[src/rtl/sfm_emu_pkg.sv]
// Shared constants and state encoding for the serial-flash responder.
package sfm_emu_pkg;

   localparam logic [7:0] OP_READ = 8'h03;
   localparam logic [7:0] OP_PROG = 8'h82;
   localparam logic [7:0] OP_STAT = 8'hD7;

   typedef enum logic [2:0] {
      StIdle,
      StCmd,
      StAddr,
      StRead,
      StProg,
      StStat,
      StIgnore
   } sfm_state_e;

   localparam int unsigned STAT_RDY_BIT = 7;
   localparam int unsigned STAT_WP_BIT  = 6;

   function automatic logic [7:0] status_byte(input logic busy, input logic wp_b);
      logic [7:0] s;
      s               = 8'h00;
      s[STAT_RDY_BIT] = ~busy;
      s[STAT_WP_BIT]  = wp_b;
      return s;
   endfunction

endpackage

[src/rtl/sfm_emu_shifter.sv]
// SCK edge detection, SI byte assembly and SO byte serialisation for the flash responder.
module sfm_emu_shifter (
   input  logic       CLKCMS,
   input  logic       RST_B,
   input  logic       clr,
   input  logic       SCK,
   input  logic       SI,
   input  logic       shift_en,
   input  logic       tx_step,
   input  logic [7:0] tx_byte,
   output logic       rise,
   output logic       fall,
   output logic       byte_done,
   output logic [7:0] rx_byte,
   output logic       tx_first,
   output logic       SO,
   output logic       SO_OE
);

   logic       sck_q;
   logic [6:0] rx_sr;
   logic [2:0] rx_cnt;
   logic [6:0] tx_sr;
   logic [2:0] tx_cnt;

   assign rise      = SCK & ~sck_q;
   assign fall      = ~SCK & sck_q;
   assign byte_done = shift_en & (rx_cnt == 3'd7);
   assign rx_byte   = {rx_sr, SI};
   assign tx_first  = (tx_cnt == 3'd0);

   always_ff @(posedge CLKCMS) begin
      if (!RST_B) begin
         sck_q  <= 1'b0;
         rx_sr  <= '0;
         rx_cnt <= '0;
         tx_sr  <= '0;
         tx_cnt <= '0;
         SO     <= 1'b0;
         SO_OE  <= 1'b0;
      end else begin
         sck_q <= SCK;
         if (clr) begin
            // Partial bytes in either direction are discarded.
            rx_cnt <= '0;
            tx_cnt <= '0;
            SO     <= 1'b0;
            SO_OE  <= 1'b0;
         end else begin
            if (shift_en) begin
               rx_sr  <= {rx_sr[5:0], SI};
               rx_cnt <= rx_cnt + 3'd1;
            end
            if (tx_step) begin
               if (tx_first) begin
                  SO    <= tx_byte[7];
                  tx_sr <= tx_byte[6:0];
               end else begin
                  SO    <= tx_sr[6];
                  tx_sr <= {tx_sr[5:0], 1'b0};
               end
               tx_cnt <= tx_cnt + 3'd1;
               SO_OE  <= 1'b1;
            end
         end
      end
   end

endmodule

[src/rtl/serfmem_emu.sv]
// Serial-flash responder answering READ/PROGRAM/STATUS from a small byte array.
// Optional error counter built only when SFM_EMU_ERRCNT_EN is defined.
module serfmem_emu #(
   parameter int unsigned DEPTH       = 64,
   parameter int unsigned PROG_CYCLES = 256
) (
   input  logic       CLKCMS,
   input  logic       RST_B,
   input  logic       SCK,
   input  logic       CS_B,
   input  logic       SI,
   input  logic       WP_B,
   input  logic       FRST_B,
   output logic       SO,
   output logic       SO_OE,
   output logic       BUSY,
   output logic [7:0] ERRCNT
);
   import sfm_emu_pkg::*;

   localparam int unsigned AW = (DEPTH > 1) ? $clog2(DEPTH) : 1;
   localparam int unsigned CW = $clog2(PROG_CYCLES + 1);

   sfm_state_e    state_q;
   logic [AW-1:0] addr_q;
   logic [1:0]    abyte_q;
   logic          is_prog_q, prog_any_q, prog_blk_q, busy_q;
   logic [CW-1:0] busy_cnt_q;
   logic [7:0]    mem [DEPTH];

   logic       clr, rise, fall, shift_en, tx_step, tx_first, tx_load, byte_done, mem_we;
   logic [7:0] rx_byte, tx_byte;

   assign clr      = CS_B | ~FRST_B;
   assign shift_en = rise & ~clr;
   assign tx_step  = fall & ~clr & ((state_q == StRead) | (state_q == StStat));
   assign tx_load  = tx_step & tx_first;
   // A PROGRAM decoded while busy stays blocked even if BUSY drops mid-command.
   assign mem_we   = byte_done & (state_q == StProg) & WP_B & ~busy_q & ~prog_blk_q;
   assign BUSY     = busy_q;

   always_comb begin
      tx_byte = 8'hFF;
      if (state_q == StStat)  tx_byte = status_byte(busy_q, WP_B);
      else if (!busy_q)       tx_byte = mem[addr_q];
   end

   sfm_emu_shifter u_shifter (
      .CLKCMS    (CLKCMS),
      .RST_B     (RST_B),
      .clr       (clr),
      .SCK       (SCK),
      .SI        (SI),
      .shift_en  (shift_en),
      .tx_step   (tx_step),
      .tx_byte   (tx_byte),
      .rise      (rise),
      .fall      (fall),
      .byte_done (byte_done),
      .rx_byte   (rx_byte),
      .tx_first  (tx_first),
      .SO        (SO),
      .SO_OE     (SO_OE)
   );

   always_ff @(posedge CLKCMS) begin
      if (!RST_B) begin
         for (int i = 0; i < int'(DEPTH); i++) mem[i] <= 8'hFF;
      end else if (mem_we) begin
         mem[addr_q] <= rx_byte;
      end
   end

   always_ff @(posedge CLKCMS) begin
      if (!RST_B) begin
         state_q    <= StIdle;
         addr_q     <= '0;
         abyte_q    <= '0;
         is_prog_q  <= 1'b0;
         prog_any_q <= 1'b0;
         prog_blk_q <= 1'b0;
         busy_q     <= 1'b0;
         busy_cnt_q <= '0;
      end else if (!FRST_B) begin
         state_q    <= StIdle;
         prog_any_q <= 1'b0;
         prog_blk_q <= 1'b0;
         busy_q     <= 1'b0;
         busy_cnt_q <= '0;
      end else begin
         if (busy_q) begin
            if (busy_cnt_q == '0) busy_q <= 1'b0;
            else                  busy_cnt_q <= busy_cnt_q - CW'(1);
         end
         if (CS_B) begin
            state_q <= StIdle;
            if ((state_q == StProg) && prog_any_q && !prog_blk_q) begin
               busy_q     <= 1'b1;
               busy_cnt_q <= CW'(PROG_CYCLES - 1);
            end
         end else begin
            case (state_q)
               StIdle: state_q <= StCmd;
               StCmd: begin
                  if (byte_done) begin
                     abyte_q    <= '0;
                     prog_any_q <= 1'b0;
                     prog_blk_q <= busy_q;
                     is_prog_q  <= (rx_byte == OP_PROG);
                     case (rx_byte)
                        OP_READ, OP_PROG: state_q <= StAddr;
                        OP_STAT:          state_q <= StStat;
                        default:          state_q <= StIgnore;
                     endcase
                  end
               end
               StAddr: begin
                  if (byte_done) begin
                     abyte_q <= abyte_q + 2'd1;
                     if (abyte_q == 2'd2) begin
                        addr_q  <= rx_byte[AW-1:0];
                        state_q <= is_prog_q ? StProg : StRead;
                     end
                  end
               end
               // Advancing on each byte load is equivalent to advancing after each 8th bit.
               StRead: if (tx_load) addr_q <= addr_q + AW'(1);
               StProg: begin
                  if (byte_done) begin
                     addr_q     <= addr_q + AW'(1);
                     prog_any_q <= 1'b1;
                  end
               end
               default: ;
            endcase
         end
      end
   end

`ifdef SFM_EMU_ERRCNT_EN
   logic       err_evt;
   logic [7:0] errcnt_q;

   always_comb begin
      err_evt = 1'b0;
      if (FRST_B && CS_B) begin
         err_evt = (state_q == StCmd) | (state_q == StAddr) |
                   ((state_q == StProg) & ~prog_any_q);
      end else if (byte_done && (state_q == StCmd)) begin
         err_evt = ((rx_byte != OP_READ) && (rx_byte != OP_PROG) && (rx_byte != OP_STAT)) ||
                   ((rx_byte == OP_PROG) && busy_q);
      end
   end

   always_ff @(posedge CLKCMS) begin
      if (!RST_B)                             errcnt_q <= 8'h00;
      else if (err_evt && errcnt_q != 8'hFF)  errcnt_q <= errcnt_q + 8'd1;
   end

   assign ERRCNT = errcnt_q;
`else
   assign ERRCNT = 8'h00;
`endif

endmodule

[config.mk]
export PLATFORM = sky130hd
export DESIGN_NAME = serfmem_emu
export DESIGN_NICKNAME = d
export VERILOG_FILES = /design/src/rtl/sfm_emu_pkg.sv /design/src/rtl/sfm_emu_shifter.sv /design/src/rtl/serfmem_emu.sv
export SDC_FILE = /design/constraint.sdc
export NUM_CORES = 1
export LEC_CHECK = 0
export CORE_ASPECT_RATIO = 2
export CORE_MARGIN = 4
export CORE_UTILIZATION = 40
export CTS_BUF_LIST = sky130_fd_sc_hd__clkbuf_8
export DETAILED_ROUTE_END_ITERATION = 10
export PLACE_DENSITY = 0.54
export SYNTH_ARGS = -nofsm -noshare
export SYNTH_HDL_FRONTEND = slang
export SYNTH_SLANG_ARGS = --single-unit
[constraint.sdc]
create_clock -name CLKCMS -period 4.35 [get_ports CLKCMS]
set_clock_uncertainty 0.1 [all_clocks]
set_input_delay 0.87 -clock CLKCMS [delete_from_list [all_inputs] [get_ports CLKCMS]]
set_output_delay 0.87 -clock CLKCMS [all_outputs]
set_load 0.05 [all_outputs]
# Word level (Yosys, flattened, before mapping)
# Memories as Yosys holds them, arrays and structs flattened. A register that Yosys moved wholly into a read port is not among the register bits.
# Cells that the tools add are included.
[classes]
eq_ne = 15
add_sub_neg = 5
bitwise_logic = 21
mux = 38
n_reduce_logical = 23
[op_table]
columns = ["cell", "count"]
rows = [
  ["2-to-1 mux 6 bit", 7],
  ["2-to-1 mux 9 bit", 4],
  ["2-to-1 mux 8 bit", 3],
  ["case mux 6 bit (3 select lines)", 1],
  ["== test 8 bit (second input constant)", 2],
  ["2-to-1 mux 1 bit", 12],
  ["2-to-1 mux 3 bit", 4],
  ["AND reduction 4 bit", 3],
  ["bitwise AND 1 bit", 11],
  ["!= test 2 bit (second input constant)", 5],
  ["== test 3 bit (second input constant)", 3],
  ["logical NOT 9 bit", 1],
  ["case mux 3 bit (3 select lines)", 1],
  ["subtractor 9 x 1 -> 9 bit (second input constant)", 1],
  ["== test 8 x 2 -> 1 bit (second input constant)", 1],
  ["inverter 1 bit", 8],
  ["OR reduction 8 bit", 1],
  ["2-to-1 mux 7 bit", 1],
  ["AND reduction 7 bit", 1],
  ["adder 3 x 1 -> 3 bit (second input constant)", 2],
  ["adder 6 x 1 -> 6 bit (second input constant)", 1],
  ["== test 3 x 2 -> 1 bit (second input constant)", 2],
  ["logical NOT 3 bit", 2],
  ["case mux 3 bit (2 select lines)", 1],
  ["other kinds (16)", 24],
]
[word_totals]
mem_bits_rw = 512
inputBits = 7
mem_count = 1
regBits = 47
[mem_list]
columns = ["name", "words", "word_bits", "rd", "rd_ports_with_merged_regs", "wr", "line", "text"]
rows = [
  ["mem", 64, 8, 1, 1, 64, "serfmem_emu.sv:29", "logic [7:0] mem [DEPTH];"],
]

# Logic depth before layout (Yosys ltp)
# Gate-level depths: netlist of the first run.
[logic_depth]
depth_word = 14
mapped_depth = 9
mapped_depth_nobuf = 7

# By module
# Synthesis of the first run repeated with hierarchy kept, for this count alone.
[hier_totals]
hier_cells = 1840
hier_area_um2 = 26369.0
[modules_own_cells]
columns = ["mod", "seq_area_each_um2", "n_inst", "area_per_inst_um2", "cells_each"]
rows = [
  ["serfmem_emu", 15975.3, 1, 25374.3, 1735],
  ["sfm_emu_shifter", 460.4, 1, 994.7, 105],
]

# Worst setup path after synthesis of the first run
# Ideal clock, no wire load.
[synth_timing]
path_kind = "input-to-reg"
startpoint = "input CS_B"
endpoint = "memory mem[2][0], enable pin"
stages = 7
setup_ns = 0.384
path_buffers = 3
slack_ns = 1.064
arrival_ns = 2.802
cell_sequence = "and4bb_1 buf_2 nand4_4 or4_1 clkbuf_1 clkbuf_1 o21ai_0"
[synth_lines]
columns = ["element", "line", "text"]
rows = [
  ["start: declaration", "serfmem_emu.sv:10", "input logic CS_B,"],
  ["end: declaration", "serfmem_emu.sv:29", ""],
]

==> results.sh, run 1 <==
export IMPL_status="finished clean"
export IMPL_grt_max_degree=73
export IMPL_arrival_ps=3580
export IMPL_synth_warnings=0
export IMPL_synth_main_ff_cell="edfxtp_1"
export IMPL_core_area_mm2=0.06573
export IMPL_tightest_slew_ps=1175
export IMPL_cts_sinks=565
export IMPL_clkLatencyLatePin_ps=700
export IMPL_wire_per_inst_um=26.22
export IMPL_rows=133
export IMPL_die_w_um=190.3
export IMPL_portBuffers=9
export IMPL_synth_edf_count=512
export IMPL_gr_total_overflow=0
export IMPL_cts_tree="done"
export IMPL_synth_cell_type_count=69
export IMPL_clk_pin_slew_worst_paths_ps=70
export IMPL_synthTopCellsByArea="edfxtp_1 (58%), mux4_2 (9.7%), or2_2 (6.0%), or3_1 (6.0%), dfxtp_1 (4.0%)"
export IMPL_gp_congestion=0.8608
export IMPL_ant_nets=0
export IMPL_avgSynthCellArea_um2=13.67
export IMPL_min_to="u_shifter.rx_cnt[1]"
export IMPL_ir_drop_mv=0.1779
export IMPL_area_delta_synth_final_pct=9.950
export IMPL_via_per_inst=5.618
export IMPL_synth_top_family_by_area="simple AND/OR/NAND/NOR gates"
export IMPL_synth_seq_cells=565
export IMPL_cts_max_level=3
export IMPL_numCtsBuffers=80
export IMPL_grt_pass1_wl_um=111900
export IMPL_yosysSeqAreaShare=0.6183
export IMPL_fin_crit_sh=0.7535
export IMPL_critPathLaunchType="flop"
export IMPL_rsz0062_at_grt="false"
export IMPL_syn_cell_area_mm2=0.02658
export IMPL_hold_path_class="flop to flop"
export IMPL_rr_endpoint="mem[20][3]"
export IMPL_drv_slew=0
export IMPL_route_detailed_drc=0
export IMPL_synth_top_cell_area_share=0.5784
export IMPL_crit_required_ps=4650
export IMPL_layout_drive_gt1_share=0.2999
export IMPL_ios=18
export IMPL_worstHoldPathCells=2
export IMPL_wl_um=75500
export IMPL_cts_resized=0
export IMPL_fmax_ghz=0.3051
export IMPL_ff2ff_path_depth=5
export IMPL_clk_path_buf_depth=3
export IMPL_min_from="u_shifter.rx_cnt[1]"
export IMPL_crit_path_max_fanout=17
export IMPL_via_count=16180
export IMPL_cpPeakStageDelay_ps=700
export IMPL_r2r_start="state_q[2]"
export IMPL_cts_root_buf="clkbuf_8"
export IMPL_post_cts_buffers=0
export IMPL_grt_usage=0.2156
export IMPL_dr_pass1_iters=5
export IMPL_setup_tns_final_ps=0
export IMPL_async_reset_ff_frac=0
export IMPL_dp_cells=2735
export IMPL_p_leak_nw=9.071
export IMPL_synth_simple_area_share=0.1790
export IMPL_ff2ff_setup_slack_ps=1070
export IMPL_worstSetupPathType="flop to flop"
export IMPL_final_hold_viol_count=0
export IMPL_p_per_area_mw_per_mm2=366.1
export IMPL_nNetsFinal=1954
export IMPL_synth_compound_area_frac=0.04429
export IMPL_grt_antenna_before_repair=2
export IMPL_die_h_um=372.6
export IMPL_dp_hpwl_um=50150
export IMPL_maxCapViolCount=0
export IMPL_dieArea_mm2=0.07090
export IMPL_synth_fa_ha_area_frac=0.003295
export IMPL_fin_cells=2880
export IMPL_synth_xor_area_share=0.003624
export IMPL_cts_hold_buf=0
export IMPL_crit_chain="nor4b_4, nand4_4, or3_1, o21ai_0, buf_4"
export IMPL_initial_core_util=0.4044
export IMPL_yosys_area_top_type="edfxtp_1"
export IMPL_setup_violations=0
export IMPL_syn_inst=1945
export IMPL_grt_pass1_vias=17210
export IMPL_post_route_min_period_ps=3278
export IMPL_slowest_stage="dfxtp_1"
export IMPL_critPathCaptureType="flop"
export IMPL_muxShareOfSynthArea=0.1178
export IMPL_drt_iter0_drc=1184
export IMPL_maxSlewHeadroom=0.2150
==> state kept, by name, indices dropped and copies added (netlist names), named ones only <==
name,count
BUSY,1
abyte_q,2
addr_q,6
busy_cnt_q,9
is_prog_q,1
mem,512
prog_any_q,1
prog_blk_q,1
state_q,3
u_shifter.SO,1
u_shifter.SO_OE,1
u_shifter.rx_cnt,3
u_shifter.rx_sr,7
u_shifter.sck_q,1
u_shifter.tx_cnt,3
u_shifter.tx_sr,7
==> cell usage after synthesis, types with 4 or more instances <==
master / number
a211oi_1: 10
a21oi_1: 45
a22o_1: 10
a22oi_1: 25
and2_1: 7
and3_1: 15
buf_1: 6
buf_2: 19
buf_4: 16
buf_6: 4
clkbuf_1: 150
dfxtp_1: 53
edfxtp_1: 512
ha_1: 7
inv_1: 12
mux2i_1: 53
mux4_2: 114
nand2_1: 120
nand2b_1: 17
nand3_1: 21
nand3b_1: 11
nor2_1: 32
nor2b_1: 15
nor3_1: 11
nor3b_1: 10
o2111ai_1: 5
o211ai_1: 4
o21ai_0: 42
o221ai_1: 4
o31ai_1: 4
or2_2: 255
or3_1: 255
or3b_2: 4
or4_1: 8
xnor2_1: 8
==> critical path: cells and delay by family, from the launching register on <==
family	cells	cell delay, ps
AOI/OAI and AO/OA	1	550
buffers and inverters	1	250
DFF	1	700
and+or+nand+nor	3	1360
==> final cells by class <==
cell class / count / area [um2]
Clock inverter: 60 / 382.9
Tap cell: 877 / 1097
Fill cell: 5865 / 36500
Inverter: 12 / 45.04
Multi-Input combinational cell: 1180 / 9283
Clock buffer: 83 / 1142
Timing Repair Buffer: 101 / 810.8
Antenna cell: 2 / 5.005
Sequential cell: 565 / 16460
==> cells by family after synthesis <==
group	Yosys count
mux	170
other cells	1
compound gates	177
xor+xnor	11
simple gates	807
fa+ha+maj	7
flops	565
buf+inv	207
==> worst max path at each step <==
stage / to / startpoint
2_1_floorplan: mem[2][0] / CS_B
3_3_place_gp: mem[20][5] / FRST_B
3_5_place_dp: mem[16][5] / CS_B
4_1_cts: u_shifter.tx_sr[3] / flop
5_1_grt: mem[13][2] / state_q[2]
6_report: mem[20][3] / state_q[2]
==> layer usage <==
| metal | share of wire | up-vias | wire length, um | global-route usage |
|---|---|---|---|---|
| li1 | - | 7298 | - | - |
| met1 | 0.35 | 8326 | 26200 | 0.2231 |
| met2 | 0.56 | 421 | 42390 | 0.4137 |
| met3 | 0.037 | 136 | 2775 | 0.03384 |
| met4 | 0.055 | 0 | 4127 | 0.1102 |
| met5 | 0 | - | 0 | 0 |
==> report_power, final <==
part	total (W)	switching, W	internal, W
clock network	0.00411	0.00209	0.00202
registers	0.00622	0.0000814	0.00613
logic	0.000373	0.000244	0.000129
==> cells in the final DEF, fill, tap and decap left out, types with 10 or more instances in the layout <==
cell type / count
a211oi_1: 10
clkinv_1: 13
mux4_2: 114
or2_2: 255
clkinv_2: 10
nand2_1: 120
clkbuf_8: 83
nor3_1: 11
nand2b_1: 17
inv_1: 35
nor2_1: 32
a22o_1: 10
nor3b_1: 10
nor2b_1: 15
o21ai_0: 42
mux2i_1: 53
buf_4: 90
or3_1: 255
edfxtp_1: 512
nand3b_1: 11
a22oi_1: 25
dfxtp_1: 42
and3_1: 15
nand3_1: 21
a21oi_1: 45
==> per-stage QoR <==
step                hold slack [ps]    util  setup WS, ps  cell area [um2]  power, W
detailed placement            357.1  0.4214         453.7            27700  0.006711
finish                        361.3  0.4447          1072            29230   0.01070
floorplan                     340.0       -          1064            26610  0.006518
global placement              345.4  0.4214         476.7            27700  0.006698
global route                  397.1  0.4446         852.6            29230   0.01106
CTS                           366.2  0.4446          1059            29220   0.01081
(Power assumes the default switching activity.)
==> inputs of run 2 (changes only) <==
--- a/config.mk
+++ b/config.mk
@@ -10,7 +10,7 @@
 export CORE_UTILIZATION = 40
 export CTS_BUF_LIST = sky130_fd_sc_hd__clkbuf_8
 export DETAILED_ROUTE_END_ITERATION = 10
-export PLACE_DENSITY = 0.54
+export PLACE_DENSITY = 0.56
 export SYNTH_ARGS = -nofsm -noshare
 export SYNTH_HDL_FRONTEND = slang
 export SYNTH_SLANG_ARGS = --single-unit
==> constraint.sdc (replaced) <==
create_clock -name CLKCMS -period 3 [get_ports CLKCMS]
set_clock_uncertainty 0.1 [all_clocks]
set_input_delay 0.6 -clock CLKCMS [delete_from_list [all_inputs] [get_ports CLKCMS]]
set_output_delay 0.6 -clock CLKCMS [all_outputs]
set_load 0.05 [all_outputs]
==> run 2 against run 1 <==
- non-clock buffer count is 125 higher
- design area is 4.6% higher
- global-route usage is 0.12 points lower
- via count is 1.9% higher
- total power is 49% higher
- setup slack worse by 830 ps
- routed wire length is 0.50% lower
- register-to-register slack worse by 780 ps
- critical path depth is 3 lower
- sequential share of layout area is 2.5 points lower
- clock power is 53% higher
- largest power group unchanged
==> results.sh, run 2 (synthesis results as in run 1) <==
export IMPL_p_per_area_mw_per_mm2=521.7
export IMPL_cts_sinks=565
export IMPL_drt_iter0_drc=996
export IMPL_top_regs="mem x512, busy_cnt_q x9"
export IMPL_grt_pass1_vias=17860
export IMPL_initial_core_util=0.4044
export IMPL_die_h_um=372.6
export IMPL_dpl_cell_area_mm2=0.02894
export IMPL_cts_root_buf="clkbuf_8"
export IMPL_grt_antenna_before_repair=2
export IMPL_fmax_ghz=0.3620
export IMPL_dp_cells=2860
export IMPL_post_route_min_period_ps=2762
export IMPL_hold_path_class="input port to flop"
export IMPL_crit_path_max_fanout=9
export IMPL_rsz0062_at_grt="false"
export IMPL_worstHoldPathCells=3
export IMPL_clkLatencyLatePin_ps=700
export IMPL_dr_pass1_iters=5
export IMPL_cts_hold_buf=0
export IMPL_p_leak_nw=9.870
export IMPL_nNetsFinal=2078
export IMPL_grt_pass1_wl_um=112300
export IMPL_crit_chain="buf_4, clkdlybuf4s50_1"
export IMPL_final_hold_viol_count=0
export IMPL_setup_violations=0
export IMPL_ir_drop_mv=0.2495
export IMPL_crit_buf_inv=2
export IMPL_wl_um=75130
export IMPL_final_cell_mix="edfxtp_1 (512), or3_1 (255), or2_2 (255)"
export IMPL_critPathLaunchType="flop"
export IMPL_via_count=16480
export IMPL_maxSlewHeadroom=0.3704
export IMPL_status="finished clean"
export IMPL_grt_usage=0.2144
export IMPL_largest_register="mem"
export IMPL_route_detailed_drc=0
export IMPL_layout_drive_gt1_share=0.3407
export IMPL_dp_hpwl_um=51510
export IMPL_drv_slew=0
export IMPL_crit_required_ps=2300
export IMPL_area_delta_synth_final_pct=15.03
export IMPL_area_sequential_mm2=0.01646
export IMPL_rows=133
export IMPL_dieArea_mm2=0.07090
export IMPL_fin_cells=3006
export IMPL_gr_total_overflow=0
export IMPL_grt_max_degree=86
export IMPL_wire_per_inst_um=24.99
export IMPL_cts_max_level=3
export IMPL_path_depth=2
export IMPL_arrival_ps=2060
export IMPL_largest_reg_flops=512
export IMPL_worstSetupPathType="flop to output port"
export IMPL_layout_commonest_cell="edfxtp_1"
export IMPL_portBuffers=9
export IMPL_ant_nets=0
export IMPL_slowest_stage="clkdlybuf4s50_1"
export IMPL_fillCellCount=5840
export IMPL_gp_congestion=0.8621
export IMPL_ios=18
export IMPL_path_delay_family="buffers and inverters"
export IMPL_clk_path_buf_depth=3
export IMPL_post_cts_buffers=0
export IMPL_cts_tree="done"
export IMPL_numCtsBuffers=79
export IMPL_stdcell_area_mm2=0.03058
export IMPL_ff2ff_path_depth=8
export IMPL_hold_ws_ps=142.2
export IMPL_critPathCaptureType="output port"
export IMPL_clk_pin_slew_worst_paths_ps=70
export IMPL_fin_crit_sh=0.9207
export IMPL_via_per_inst=5.483
export IMPL_maxCapViolCount=0
export IMPL_die_w_um=190.3
export IMPL_core_area_mm2=0.06573
export IMPL_multiInputGateArea_mm2=0.009283
export IMPL_cpPeakStageDelay_ps=830
export IMPL_post_route_util=0.4652
export IMPL_tightest_slew_ps=943.2
export IMPL_cts_resized=0
[run 2: area by class of cell]
cell class	count	area share
Antenna cell	1	0.00008183
Clock buffer	91	0.04096
Clock inverter	54	0.01244
Inverter	12	0.001473
Multi-Input combinational cell	1180	0.3036
Sequential cell	565	0.5382
Tap cell	877	0.03588
Timing Repair Buffer	226	0.06743
[run 2: final timing paths]
check	startpoint	endpoint	slack, ps
max	BUSY	BUSY	240
max reg2reg	u_shifter.rx_cnt[0]	mem[25][1]	290
min	SI	u_shifter.rx_sr[0]	140
min reg2reg	u_shifter.rx_cnt[2]	u_shifter.rx_cnt[2]	370
[run 2: power by group]
group          switching, W  internal (W)  leakage (nW)
registers          0.000119       0.00889          5.55
logic              0.000377      0.000270          3.41
clock network       0.00300       0.00329         0.913
total               0.00350        0.0125          9.87
[run 2: layer usage]
layer | share of wire | vias up | track usage
li1 | - | 7555 | -
met1 | 0.33 | 8319 | 0.2187
met2 | 0.56 | 438 | 0.4036
met3 | 0.040 | 169 | 0.03197
met4 | 0.071 | 0 | 0.1349
met5 | 0 | - | 0
[run 2: through the flow]
| stage | setup WS (ps) | power (W) | setup TNS, ps |
|---|---|---|---|
| finish | 237.8 | 0.01595 | 0 |
| global route | 147.7 | 0.01649 | 0 |
| CTS | 161.7 | 0.01611 | 0 |
| detailed placement | -262.6 | 0.009841 | -90320 |
| global placement | -254.9 | 0.009814 | -85740 |
| floorplan | -43.81 | 0.009451 | -2225 |
[run 2: worst reg2reg max path, stage by stage (launching register included)]
cell and delay, ps:
dfxtp_1 350, ha_1 150, ha_1 340, nand4_4 200, buf_4 210, or3_1 390
buf_12 200, o21ai_0 270, buf_4 200
